==> src/rtl/sleep_seq_ctrl.sv <==
// rtl/sleep_seq_ctrl.sv - SM83 power-mode sequencer (HALT/STOP entry, wake, oscillator wait)
module sleep_seq_ctrl #(
   parameter int CNT_W       = 10,
   parameter int STAB_CYCLES = 512
) (
   input  logic       CLK,
   input  logic       nRESET,
   input  logic       HALT_REQ,
   input  logic       STOP_REQ,
   input  logic       IRQ_PEND,
   input  logic       IME,
   input  logic       JOYP_WAKE,
   output logic       CLK_ENA,
   output logic       OSC_ENA,
   output logic       HALT_BUG,
   output logic       WAKE_ACK,
   output logic [1:0] STATE
);

   typedef enum logic [1:0] {
      S_RUN      = 2'd0,
      S_HALT     = 2'd1,
      S_STOP     = 2'd2,
      S_OSC_WAIT = 2'd3
   } state_t;

   // Loaded on STOP wake; the wait ends on the edge that sees zero, giving STAB_CYCLES cycles.
   localparam logic [CNT_W-1:0] STAB_LOAD = CNT_W'(STAB_CYCLES - 1);

   state_t           state;
   state_t           state_nxt;
   logic [CNT_W-1:0] cnt;
   logic [CNT_W-1:0] cnt_nxt;
   logic             wake_nxt;
   logic             bug_nxt;
   logic             clk_ena_nxt;
   logic             osc_ena_nxt;

   // Next-state, counter and pulse decode; outputs are derived from the next state so they register with it.
   always_comb begin
      state_nxt = state;
      cnt_nxt   = cnt;
      wake_nxt  = 1'b0;
      bug_nxt   = 1'b0;
      case (state)
         S_RUN: begin
            if (STOP_REQ) begin
               state_nxt = S_STOP;
            end else if (HALT_REQ) begin
               if (IRQ_PEND) begin
                  // Pending interrupt with IME clear: HALT falls through and the PC fails to advance.
                  bug_nxt = ~IME;
               end else begin
                  state_nxt = S_HALT;
               end
            end
         end
         S_HALT: begin
            if (IRQ_PEND) begin
               state_nxt = S_RUN;
               wake_nxt  = 1'b1;
            end
         end
         S_STOP: begin
            if (JOYP_WAKE) begin
               state_nxt = S_OSC_WAIT;
               cnt_nxt   = STAB_LOAD;
            end
         end
         S_OSC_WAIT: begin
            if (cnt == '0) begin
               state_nxt = S_RUN;
               wake_nxt  = 1'b1;
            end else begin
               cnt_nxt = cnt - CNT_W'(1);
            end
         end
         default: begin
            state_nxt = S_RUN;
         end
      endcase
      clk_ena_nxt = (state_nxt == S_RUN);
      osc_ena_nxt = (state_nxt != S_STOP);
   end

   // State, counter and all outputs registered together; reset returns to RUN with no stabilisation wait.
   always_ff @(posedge CLK) begin
      if (!nRESET) begin
         state    <= S_RUN;
         cnt      <= '0;
         CLK_ENA  <= 1'b1;
         OSC_ENA  <= 1'b1;
         HALT_BUG <= 1'b0;
         WAKE_ACK <= 1'b0;
      end else begin
         state    <= state_nxt;
         cnt      <= cnt_nxt;
         CLK_ENA  <= clk_ena_nxt;
         OSC_ENA  <= osc_ena_nxt;
         HALT_BUG <= bug_nxt;
         WAKE_ACK <= wake_nxt;
      end
   end

   assign STATE = state;

endmodule

==> config.mk <==
export PLATFORM = sky130hd
export DESIGN_NAME = sleep_seq_ctrl
export DESIGN_NICKNAME = d
export VERILOG_FILES = /design/src/rtl/sleep_seq_ctrl.sv
export SDC_FILE = /design/constraint.sdc
export NUM_CORES = 1
export LEC_CHECK = 0
export ABC_AREA = 0
export CORE_MARGIN = 1
export CORE_UTILIZATION = 45
export CTS_BUF_LIST = sky130_fd_sc_hd__clkbuf_4 sky130_fd_sc_hd__clkbuf_8
export DETAILED_ROUTE_END_ITERATION = 7
export GPL_TIMING_DRIVEN = 0
export PLACE_DENSITY = 0.68
export SYNTH_ARGS = -nofsm -noshare
export SYNTH_HDL_FRONTEND = slang
export SYNTH_SLANG_ARGS = --single-unit
==> constraint.sdc <==
create_clock -name CLK -period 2.15 [get_ports CLK]
set_clock_uncertainty 0.1 [all_clocks]
set_input_delay 0.43 -clock CLK [delete_from_list [all_inputs] [get_ports CLK]]
set_output_delay 0.43 -clock CLK [all_outputs]
set_load 0.03 [all_outputs]
### Word level (Yosys, flattened, before mapping)

Cells that the tools add are included.

| storage, ports and cells | value |
|---|---|
| bits in registers | 16 |
| input port bits | 7 |
| output and inout port bits | 6 |

| operators by class | value |
|---|---|
| add/subtract/negate cells | 1 |
| equality and inequality tests | 6 |
| mux-type cells | 13 |
| bitwise logic cells | 5 |
| reductions and logical operators | 6 |

Operator list:

| kind | count |
|---|---|
| $mux 10 | 2 |
| $pmux 10 s2 | 1 |
| $mux 2 | 6 |
| $logic_not 10->1 | 1 |
| $sub 10x1->10 const B | 1 |
| $pmux 2 s4 | 1 |
| $ne 2x2->1 const B | 3 |
| $not 1->1 | 5 |
| $reduce_or 5->1 | 1 |
| $eq 2x2->1 const B | 2 |
| $logic_not 2->1 | 2 |
| $reduce_and 3->1 | 1 |
| $eq 2x1->1 const B | 1 |
| $mux 1 | 2 |
| $pmux 1 s2 | 1 |
| $reduce_bool 2->1 | 1 |

### Depth between registers and ports, before layout

Gate-level depths: netlist of run 1.

| depth | value |
|---|---|
| depth after elaboration | 5 |
| mapped depth | 6 |
| depth with buffers taken out | 6 |

### Worst setup path before layout of run 1

Ideal clock, no wire load.

| path | value |
|---|---|
| kind | reg-to-reg |
| start | register state[1] (netlist: STATE[1]) |
| end | register cnt[9] |
| data arrival time | 1.551 ns |
| data required time | 1.971 ns |
| setup slack | 0.419 ns |
| stages on the path, launching flop included | 5 |
| path through | dfxtp_1 -> or3b_1 -> nor4_4 -> nand4b_1 -> a211oi_2 |

| on the way | value |
|---|---|
| longest elaborated chain between the ends | 3 |
| elaborated cells on any way between the ends | 7 |

Ends and longest elaborated chain:

| what | line | text |
|---|---|---|
| start, declared | 30 | `state_t state;` |
| start signal, assigned | 96 | `state <= state_nxt;` |
| $eq 2x2->1 | 45 | `case (state)` |
| $ne 2x2->1 (no line) / $reduce_bool 2->1 (equally long branches) | n/a |  |
| $reduce_and 3->1 (no line) | n/a |  |
| end signal, assigned | 97 | `cnt <= cnt_nxt;` |
| end, declared | 32 | `logic [CNT_W-1:0] cnt;` |

Parallel ways exist; a longest one is shown, timed or not.
A chain may end at the register's enable or synchronous reset.

### Final worst setup path of run 1

| path | value |
|---|---|
| start | register state[1] (netlist: STATE[1]) |
| end | output port STATE[1] |

RTL lines:

| what | line | text |
|---|---|---|
| end, declared | 17 | `output logic [1:0] STATE` |

No word-level cell between the ends.

==> summary.md, run 1 <==
| Metric | Value |
|---|---|
| Startpoint types | register |
| Top cells by area, synth | dfxtp_1 37%, nor4_4 5.0%, a21oi_1 4.7%, nand2_1 3.5%, nor2_1 3.1% |
| Most frequent cells after synthesis | 16 x dfxtp_1, 8 x a21oi_1, 8 x nand2_1, 7 x nor2_1 |
| Max VDD drop | 0.000422 V |
| Syn nets | 105 |
| FP Rows | 15 |
| Primary FF master, synth | dfxtp_1 |
| Clk_lat worst skew | 290 ps |
| Synth warnings | 0 |
| Pwr Total | 0.798 mW |
| Post-Syn Instances | 96 |
| CTS tree | done |
| Top-count cell post-synth | dfxtp_1 |
| ANT nets after route | 0 |
| Die area | 2090 µm² |
| Post_cts resized | 0 |
| WP data arrival | 1400 ps |
| CP cell instances | clkdlybuf4s50_1 |
| Drt total wl | 1750 µm |
| CP delay by family, top | buffers and inverters |
| Hold/Removal Path Class | register to register |
| Clock root cell | clkbuf_4 |
| Asr flop ratio synth | 0% |
| Antenna diodes | 0 |
| Initial DRT Pass Iterations | 4 |
| Avg WL per Cell | 12.8 µm |
| Clk buf depth | 2 |
| Fmax | 519 MHz |
| Yosys cell types | 41 |
| Largest net degree at the start of global routing | 11 |
| Final Cycle Share | 89.7% |
| H-tree depth | 1 |
| Core Footprint | 1760 µm² |
| Syn avg cell area | 8.94 µm² |
| Pleak | 0.374 nW |
| Post-Route Setup TNS | 0 ps |
| Die X | 45.7 µm |
| Proportion of layout cells with a drive suffix above 1 | 11.6% |
| GR Overflow Total | 0 |
| Gp weighted congestion | 0.790 |
| Power Density | 758 nW/µm² |
| Crit path kind | register to output pin |
| Final hold viol count | 0 |
| First-pass GRT wire length | 3100 µm |
| Final #Nets | 122 |
| Finish-stage setup viols | 0 |
| Finished Core Util | 59.6% |
| Die Ht | 45.7 µm |
| Gr usage total | 20.6% |
| Crit path time final | 1930 ps |
| Outcome | completed |
| Worst path buffer plus inverter count | 1 |
| Worst relative slew slack | 67.2% |
| Synth area leader | dfxtp_1 |
| Vias in the first global route | 682 |
| Layout area overhead | 22.6% |
| Crit path max fanout | 5 |
| DR DRC count | 0 |
| CP peak stage delay | 700 ps |
| Mapped cell area | 858 µm² |
| Pins Over Slew Limit | 0 |
| Clk sink count | 16 |
| Via density | 5.53 |
| FILL cells | 167 |
| CP max-delay cell | clkdlybuf4s50_1 |
| Sequential area share after synthesis | 37.3% |
| Number of setup buffers added after CTS | 0 |
| Reg clk slew, reported paths | 100 ps |
| Hpwl dp | 1330 µm |
| CTS buffer count | 3 |
| Initial core utilization | 48.7% |
| Area share of the largest cell type after synthesis | 37.3% |
| Crit end category | output pin |
| PortBufs | 12 |
| Max-cap violations | 0 |
| Finished Cell Area | 1050 µm² |
| Post-synthesis register bit count | 16 |
| I/O Pins | 13 |
| Initial antenna violation count | 0 |
| # hold bufs at CTS | 0 |
| Area after DPL | 1010 µm² |
| DR vias | 757 |
| Count of flip-flops with a built-in enable after synthesis | 0 |
| Unrepaired setup endpoints after global routing | false |
| DRT iter0 DRCs | 14 |
| Required time worst endpoint | 1620 ps |
| Worst Max-Slew Pin Slew | 490 ps |
==> metal layers <==
| metal | global-route usage (%) | part of all wire [%] |
|---|---|---|
| met1 | 29.7 | 49 |
| met2 | 30.6 | 46 |
| met4 | 9.09 | 1.4 |
| met5 | 0 | 0 |
| met3 | 2.38 | 3.6 |
==> path summary, 6_finish.rpt <==
kind / start / slack, ps / cells after the start / end
min: cnt[0] / 410 / 1 / cnt[0]
max: STATE[1] / 220 / 1 / STATE[1]
min reg2reg: cnt[0] / 410 / 1 / cnt[0]
max reg2reg: cnt[0] / 300 / 6 / cnt[5]
==> layout make-up <==
| class | count | area (µm²) | share of cell area, % |
|---|---|---|---|
| Tap cell | 25 | 31.3 | 2.97 |
| Sequential cell | 16 | 320 | 30.4 |
| Multi-Input combinational cell | 72 | 513 | 48.8 |
| Buffer | 4 | 16.3 | 1.55 |
| Clock buffer | 4 | 36.3 | 3.45 |
| Timing Repair Buffer | 12 | 120 | 11.4 |
| Inverter | 4 | 15.0 | 1.43 |
==> cells in the final DEF, fill, tap and decap left out, types with 3 or more instances in the layout <==
cell type        count
a21oi_1              8
and2_1               3
clkbuf_4             3
clkdlybuf4s50_1     12
dfxtp_1             16
inv_1                4
nand2_1              8
nand3_1              4
nor2_1               7
o21ai_0              4
==> cells by family (layout without fill, tap and decap cells) <==
family,count (synthesis),in the layout,share of synthesized area (%)
and+or+nand+nor,42,42,32.5
DFF,16,16,37.3
xor gates and xnor gates,2,2,2.04
adders and majority gates,2,2,2.91
buffers and inverters,8,24,3.64
muxes,2,2,2.33
AOI/OAI and AO/OA,24,24,19.2
==> where the power goes <==
group          switching (mW)  total [mW]  internal, mW
logic                   0.131       0.239         0.108
clock network          0.0976       0.201         0.103
registers              0.0333       0.358         0.325
==> stage by stage <==
| step | instances | hold slack [ps] | worst slack (ps) |
|---|---|---|---|
| floorplan | 96 | 358 | 419 |
| global placement | 133 | 380 | 147 |
| detailed placement | 133 | 397 | 108 |
| CTS | 137 | 417 | 213 |
| global route | 137 | 465 | 121 |
| finish | 137 | 410 | 222 |
==> sequential cells by signal, summed over array words and instances, names as in the netlist <==
name,flops
WAKE_ACK,1
OSC_ENA,1
CLK_ENA,1
cnt,10
STATE,2
HALT_BUG,1
Power figures use the tool's default switching activity.
==> run 2, diff against run 1 <==
CAP_MARGIN = 10   (was unset)
==> results of run 2 <==
Same layout as run 1: the final DEF is identical, and so are final timing and power.
